==> src/rtl/fetch_pkg.sv <==
// Shared types and constants for the instruction fetch stage and its boot loader.
package fetch_pkg;

    typedef enum logic [1:0] {
        ST_IDLE = 2'd0,
        ST_LOAD = 2'd1,
        ST_RUN  = 2'd2,
        ST_HALT = 2'd3
    } fetch_state_t;

    localparam int          INSTR_W       = 32;
    localparam int          PC_STEP       = 4;
    localparam int          DEF_MEM_BYTES = 1024;
    localparam logic [31:0] DEF_HALT_INST = 32'hFFFF_FFFF;

endpackage

==> src/rtl/fetch_loader.sv <==
// Boot loader: accepts program words and presents them on a registered memory write port.
module fetch_loader
    import fetch_pkg::*;
#(
    parameter logic [31:0] LOAD_BASE = 32'h0000_0000,
    parameter int          MEM_BYTES = DEF_MEM_BYTES,
    parameter int          AW        = 10
) (
    input  logic               clk,
    input  logic               rst_n,
    input  logic               active,
    input  logic               load_valid,
    input  logic [INSTR_W-1:0] load_data,
    output logic [AW-1:0]      wr_addr,
    output logic [INSTR_W-1:0] wr_data,
    output logic               wr_en,
    output logic               load_ready,
    output logic               load_err
);

    localparam logic [AW-1:0] BASE = LOAD_BASE[AW-1:0];
    localparam logic [AW-1:0] STEP = AW'(PC_STEP);
    localparam logic [AW-1:0] LAST = AW'(MEM_BYTES - PC_STEP);

    logic [AW-1:0] load_ptr;
    logic          accept;

    assign load_ready = active;
    assign accept     = active && load_valid;

    // The write strobe, data and address all come from flops so the memory
    // sees one clean, stable write cycle per accepted word.
    always_ff @(posedge clk or negedge rst_n) begin
        if (!rst_n) begin
            load_ptr <= BASE;
            wr_addr  <= '0;
            wr_data  <= '0;
            wr_en    <= 1'b0;
            load_err <= 1'b0;
        end else begin
            wr_en <= accept;
            if (accept) begin
                wr_addr  <= load_ptr;
                wr_data  <= load_data;
                load_ptr <= load_ptr + STEP;
                if (load_ptr == LAST) begin
                    load_err <= 1'b1;
                end
            end
        end
    end

endmodule

==> src/rtl/inst_fetch.sv <==
// Fetch stage: PC, IF/ID register and control FSM, with the boot loader sharing the memory port.
module inst_fetch
    import fetch_pkg::*;
#(
    parameter logic [31:0] RESET_PC  = 32'h0000_0000,
    parameter logic [31:0] LOAD_BASE = 32'h0000_0000,
    parameter int          MEM_BYTES = DEF_MEM_BYTES,
    parameter logic [31:0] HALT_INST = DEF_HALT_INST
) (
    input  logic        clk,
    input  logic        rst_n,
    input  logic        load_start,
    input  logic        run_start,
    input  logic        load_valid,
    input  logic [31:0] load_data,
    input  logic        load_last,
    output logic        load_ready,
    output logic        load_err,
    input  logic        stall,
    input  logic        redirect_valid,
    input  logic [31:0] redirect_pc,
    output logic [31:0] imem_addr,
    output logic [31:0] imem_din,
    output logic        imem_memW,
    input  logic [31:0] imem_dout,
    output logic [31:0] ifid_inst,
    output logic [31:0] ifid_pc,
    output logic        ifid_valid,
    output logic        halted,
    output logic [1:0]  fsm_state
);

    localparam int          AW   = $clog2(MEM_BYTES);
    localparam logic [31:0] STEP = 32'(PC_STEP);

    fetch_state_t  state;
    logic [31:0]   pc;
    logic [AW-1:0] wr_addr;

    assign halted    = (state == ST_HALT);
    assign fsm_state = state;
    assign imem_addr = {{(32-AW){1'b0}}, (imem_memW ? wr_addr : pc[AW-1:0])};

    fetch_loader #(
        .LOAD_BASE (LOAD_BASE),
        .MEM_BYTES (MEM_BYTES),
        .AW        (AW)
    ) u_loader (
        .clk        (clk),
        .rst_n      (rst_n),
        .active     (state == ST_LOAD),
        .load_valid (load_valid),
        .load_data  (load_data),
        .wr_addr    (wr_addr),
        .wr_data    (imem_din),
        .wr_en      (imem_memW),
        .load_ready (load_ready),
        .load_err   (load_err)
    );

    always_ff @(posedge clk or negedge rst_n) begin
        if (!rst_n) begin
            state      <= ST_IDLE;
            pc         <= RESET_PC;
            ifid_inst  <= '0;
            ifid_pc    <= '0;
            ifid_valid <= 1'b0;
        end else begin
            case (state)
                ST_IDLE: begin
                    ifid_valid <= 1'b0;
                    if (load_start) begin
                        state <= ST_LOAD;
                    end else if (run_start) begin
                        state <= ST_RUN;
                    end
                end
                ST_LOAD: begin
                    ifid_valid <= 1'b0;
                    if (load_valid && load_last) begin
                        state <= ST_IDLE;
                    end
                end
                ST_RUN: begin
                    if (redirect_valid) begin
                        pc         <= redirect_pc & ~32'd3;
                        ifid_valid <= 1'b0;
                    end else if (!stall && !imem_memW) begin
                        // A trailing loader write owns the address bus, so fetch waits it out.
                        if (imem_dout == HALT_INST) begin
                            state      <= ST_HALT;
                            ifid_valid <= 1'b0;
                        end else begin
                            ifid_inst  <= imem_dout;
                            ifid_pc    <= pc;
                            ifid_valid <= 1'b1;
                            pc         <= pc + STEP;
                        end
                    end
                end
                ST_HALT: begin
                    ifid_valid <= 1'b0;
                    if (run_start) begin
                        state <= ST_RUN;
                        pc    <= pc + STEP;
                    end
                end
                default: state <= ST_IDLE;
            endcase
        end
    end

endmodule

==> config.mk <==
export PLATFORM = sky130hd
export DESIGN_NAME = inst_fetch
export DESIGN_NICKNAME = d
export VERILOG_FILES = /design/src/rtl/fetch_pkg.sv /design/src/rtl/fetch_loader.sv /design/src/rtl/inst_fetch.sv
export SDC_FILE = /design/constraint.sdc
export NUM_CORES = 1
export LEC_CHECK = 0
export CORE_UTILIZATION = 45
export DETAILED_ROUTE_END_ITERATION = 10
export PLACE_DENSITY = 0.84
export SLEW_MARGIN = 5
export SYNTH_ARGS = -nofsm -noshare
export SYNTH_HDL_FRONTEND = slang
export SYNTH_SLANG_ARGS = --single-unit
==> constraint.sdc <==
create_clock -name clk -period 2.45 [get_ports clk]
set_input_delay 0.49 -clock clk [delete_from_list [all_inputs] [get_ports clk]]
set_output_delay 0.49 -clock clk [all_outputs]
set_load 0.005 [all_outputs]
# [Word-level counts from Yosys, hierarchy flattened]
# Index checks and enable logic that the tools add are counted.
[word_totals] reg_bits=153 input_bits=104 output_inout_bits=135 wordCells=55
[classes] add_sub_neg=2 eq_ne=12 muxes=17 n_bitwise=2 reduce_logical=12
[op_table] operator="$mux W32" n=4
[op_table] operator="$pmux W32 S2" n=1
[op_table] operator="$add A32 B3 Y32 const B" n=1
[op_table] operator="$eq A32 B32 Y1 const B" n=1
[op_table] operator="$mux W2" n=6
[op_table] operator="$reduce_and A4 Y1" n=3
[op_table] operator="$add A10 B3 Y10 const B" n=1
[op_table] operator="$eq A10 B10 Y1 const B" n=1
[op_table] operator="$mux W10" n=1
[op_table] operator="$ne A2 B2 Y1 const B" n=5
[op_table] operator="$pmux W2 S4" n=1
[op_table] operator="$ne A3 B3 Y1 const B" n=2
[op_table] operator="$eq A2 B2 Y1 const B" n=2
[op_table] operator="$logic_and A1 B1 Y1" n=3
[op_table] operator="$mux W1" n=3
[op_table] operator="$reduce_or A3 Y1" n=1
[op_table] operator="$eq A2 B1 Y1 const B" n=1
[op_table] operator="$logic_not A1 Y1" n=2
[op_table] operator="$logic_not A2 Y1" n=1
[op_table] operator="$not A1 Y1" n=2
[op_table] operator="$pmux W1 S2" n=1
[op_table] operator="$reduce_and A2 Y1" n=1
[op_table] operator="$reduce_bool A2 Y1" n=1

# [Depth between registers and ports, before layout]
[logic_depth] ltp_word=5 mapped_depth=8 mapped_depth_nobuf=6

# [By module]
# A second synthesis with hierarchy kept.
[hier_totals] cells_unflattened=651 area_unflattened_um2=6845.3
[by_module_without_submodules] mod="inst_fetch" n_inst=1 cells_each=445 area_each_um2=4894.7 seq_area_each_um2=2377.3
[by_module_without_submodules] mod="fetch_loader" n_inst=1 cells_each=206 area_each_um2=1950.6 seq_area_each_um2=1251.2

# [Worst setup path before layout]
# Ideal clock, no wire load.
[synth_timing] path_kind="in2reg" from="in imem_dout[30]" to="reg pc[30]" setup_ps=121 t_arrival_ps=2002 required_ps=2329 path_slack_ps=327 stages=6 n_path_buf=2 path_cell_list="nand4_1 -> or4_4 -> o41a_1 -> buf_2 -> buf_2 -> a22o_1"
[synth_via] elab_chain_len=3
[synth_lines] element="start, declared" line_no="inst_fetch.sv:25" text="input logic [31:0] imem_dout,"
[synth_lines] element="$eq A32 B32 Y1" line_no="inst_fetch.sv:90" text="if (imem_dout == HALT_INST) begin"
[synth_lines] element="$ne A3 B3 Y1 (no source line)"
[synth_lines] element="$reduce_and A4 Y1 (no source line)"
[synth_lines] element="end signal, assigned" line_no="inst_fetch.sv:86" text="pc <= redirect_pc & ~32'd3;"
[synth_lines] element="end signal, assigned" line_no="inst_fetch.sv:97" text="pc <= pc + STEP;"
[synth_lines] element="end signal, assigned" line_no="inst_fetch.sv:105" text="pc <= pc + STEP;"
[synth_lines] element="end, declared" line_no="inst_fetch.sv:37" text="logic [31:0] pc;"
# Every way passes these cells.
# A chain may end at the register's enable or synchronous reset.

# [Worst setup path after layout]
[layout_timing] from="in imem_dout[26]" to="reg pc[12]"
# Same word-level chain as after synthesis.

==> results_dict.tcl <==
set metrics [dict create \
    status "finished, final reports clean" \
    critPathLaunch "imem_dout[26]" \
    ys_warn_count 0 \
    fillCellCount 1081 \
    cp-end-kind "flop" \
    cts.clk_slew.worst_paths_ps 60 \
    synth_adder_area_share_pct 0.374 \
    seq_area_frac_synth_pct 54.2 \
    post-place-cells 945 \
    design_area_um2 9610 \
    met3_usage_pct 9.02 \
    grt_use_met2_pct 40.7 \
    setup_viol 0 \
    ir_drop_v 0.000654 \
    power_frac_clock_pct 30.1 \
    numCtsBuffers 17 \
    internal_power_mw 5.73 \
    pre_cts_slack_ps -272 \
    ant_nets 0 \
    synth.avg_cell_area_um2 11.9 \
    setup_ws_ps 114 \
    async_flop_share_pct 100 \
    synth_ff_type "dfrtp_1" \
    grt_pass1_vias 5591 \
    synth_largest_area_cell "dfrtp_1" \
    netlist_top_cells_area "dfrtp_1 54%, mux2_2 19%, buf_4 2.9%" \
    core-area_um2 14500 \
    max-cap-violations 0 \
    dpl.hpwl_mm 13.1 \
    grt.met1_usage_pct 27.1 \
    fmax_mhz 428 \
    skew_ps 7.27 \
    start_util_pct 46.1 \
    synthMuxAreaShare_pct 18.8 \
    port_buffers 210 \
    avgViaCountPerCell 5.57 \
    final_common_cell "clkdlybuf4s50_1" \
    ys_seq_elements 145 \
    gr-total-overflow 0 \
    hold_viol_final 0 \
    fin_crit_ps 2340 \
    slew_viol_final 0 \
    drtPass1Iterations 5 \
    cts_tree "built" \
    min_path_type "flop to flop" \
    grt_pass1_wl_mm 27.6 \
    fin_util_pct 66.1 \
    drc_errors 0 \
    synth_area_um2 6700 \
    hold_path_startpoint "u_loader.load_err$_DFFE_PN0P_" \
    grt_util_all_layers_pct 24.0 \
    avgRoutedWirePerCell_um 18.6 \
    r2r_start "pc[3]$_DFFE_PN0P_" \
    htreeDepth 4 \
    cts_sinks 145 \
    syn_inst 562 \
    rows 44 \
    drt_iter0_markers 564 \
    synth_top_area_share_pct 54.2 \
    critical_path.max_fanout 44 \
    vias 5445 \
    critical_path_class "input port to flop" \
    area_delta_synth_final_pct 43.5 \
    cts_buffer_depth 2 \
    critPathArrivalTime_ps 2640 \
    nNetsFinal 887 \
    grt_max_degree 67 \
    worstSkewPairLatency_ps 420 \
    diodes 0 \
    synth_top_family_by_area "multiplexers" \
    drt-total-wl_mm 18.2 \
    synthXorXnorAreaFrac_pct 0.915 \
    die_area_um2 15400 \
    startpoint_type "input port" \
    instances_no_fill 977 \
    power.switching_mw 2.14 \
    synth_compound_area_share_pct 10.3 \
    grt_setup_unrepaired "no" \
    synth-simple-area-share_pct 9.97 \
    synth.distinct_cells 51 \
    p_comb_share_pct 27.3 \
    sequentialPowerShare_pct 42.5 \
    power.leakage_nw 3.93 \
    slew-limit-headroom_pct 53.1 \
    fin_crit_sh_pct 95.4 \
    antenna_found_initial 0 \
    io_pins 239 \
    die_w_um 124 \
    grt-busiest-layer "met2" \
    worst_pin_slew_ps 698 \
    required_ps 2750 \
    placed_cell_area_um2 9060 \
    p_sw_share_pct 27.2 \
    drive_gt1_share_pct 22.2 \
    die_h_um 124 \
    gp_congestion 0.856 \
    cts_setup_buffers 0 \
    mostFrequentLayoutCells "209 x clkdlybuf4s50_1, 144 x dfrtp_1, 111 x mux2_2" \
    power_per_cell_area_nw_per_um2 818 \
    hold_ws_ps 489 \
    cts_root_buf "clkbuf_16" \
    synth_edf_count 0 \
]
metrics by stage:
step           setup TNS, ps  total power, mW
6_report                   0             7.86
5_1_grt                    0             8.24
4_1_cts                    0             7.94
3_5_place_dp          -12210             5.52
3_3_place_gp           -5290             5.41
2_1_floorplan              0             4.08
repair_timing:
action	4_1_cts	5_1_grt
hold endpoints to repair	38	0
hold buffers	1	0
resized for setup	0	1
endpoints found under the setup margin	0	8
Yosys cell counts, types with 7 or more instances:
cell type    n
dfrtp_1    145
mux2_2     111
a21oi_1     36
nand2_1     35
buf_4       26
nand4_1     24
o21ai_0     24
buf_2       17
nor2_1      15
clkbuf_1    12
nand3_1     12
o22ai_1     11
a2bb2oi_1    8
nor4_1       7
sequential cells by signal, indices dropped and copies added (netlist names):
name,flops
ifid_valid,1
u_loader.load_err,1
u_loader.wr_data,32
u_loader.wr_addr,8
ifid_inst,32
fsm_state,2
u_loader.load_ptr,8
ifid_pc,30
pc,30
u_loader.wr_en,1
worst max-delay path: stages:
cell and delay (ps):
clkdlybuf4s50_1 510, nand4_1 150, or4_4 600, o41a_1 430, buf_12 190, a21oi_1 180
a21oi_1 60
kinds of logic (layout without fill, tap and decap cells):
kind of cell    after synthesis  in the layout
flops                       145            145
simple gates                123            123
mux                         112            112
compound gates              107            107
buf+inv                      65            271
xor+xnor                      7              7
fa+ha+maj                     2              2
other cells                   1             26
final timing paths:
kind,endpoint,slack (ps),cells past startpoint
min in group asynchronous,pc[13]$_DFFE_PN0P_,560,2
min,u_loader.load_err$_DFFE_PN0P_,490,1
min reg2reg,u_loader.load_err$_DFFE_PN0P_,490,1
max,pc[12]$_DFFE_PN0P_,110,7
max reg2reg,pc[30]$_DFFE_PN0P_,160,6
max in group asynchronous,ifid_inst[21]$_DFFE_PN0P_,1200,3
layout make-up:
class,count,area [µm²],area share (%)
inverters,5,18.8,0.195
clock buffers,20,457,4.75
well taps,184,230,2.39
multi-input cells,377,2810,29.3
repair buffers,235,2380,24.8
clock inverters,11,82.6,0.859
flip-flops and latches,145,3630,37.8
power groups by stage:
stage                     clock network (mW)  registers, mW  logic [mW]
final                                   2.37           3.35        2.15
after global routing                    2.51           3.41        2.32
after CTS                               2.42           3.35        2.17
after detailed placement                   0           3.37        2.15
after global placement                     0           3.33        2.08
after floorplan                            0           3.34       0.742
metal layers:
layer,up-vias,part of all wire [%],wire [µm]
li1,2450,-,-
met1,2687,38,6940
met2,271,51,9300
met3,37,8.8,1600
met4,0,2.0,360
met5,-,0,0
No activity file was read; power rests on OpenSTA's default activity.
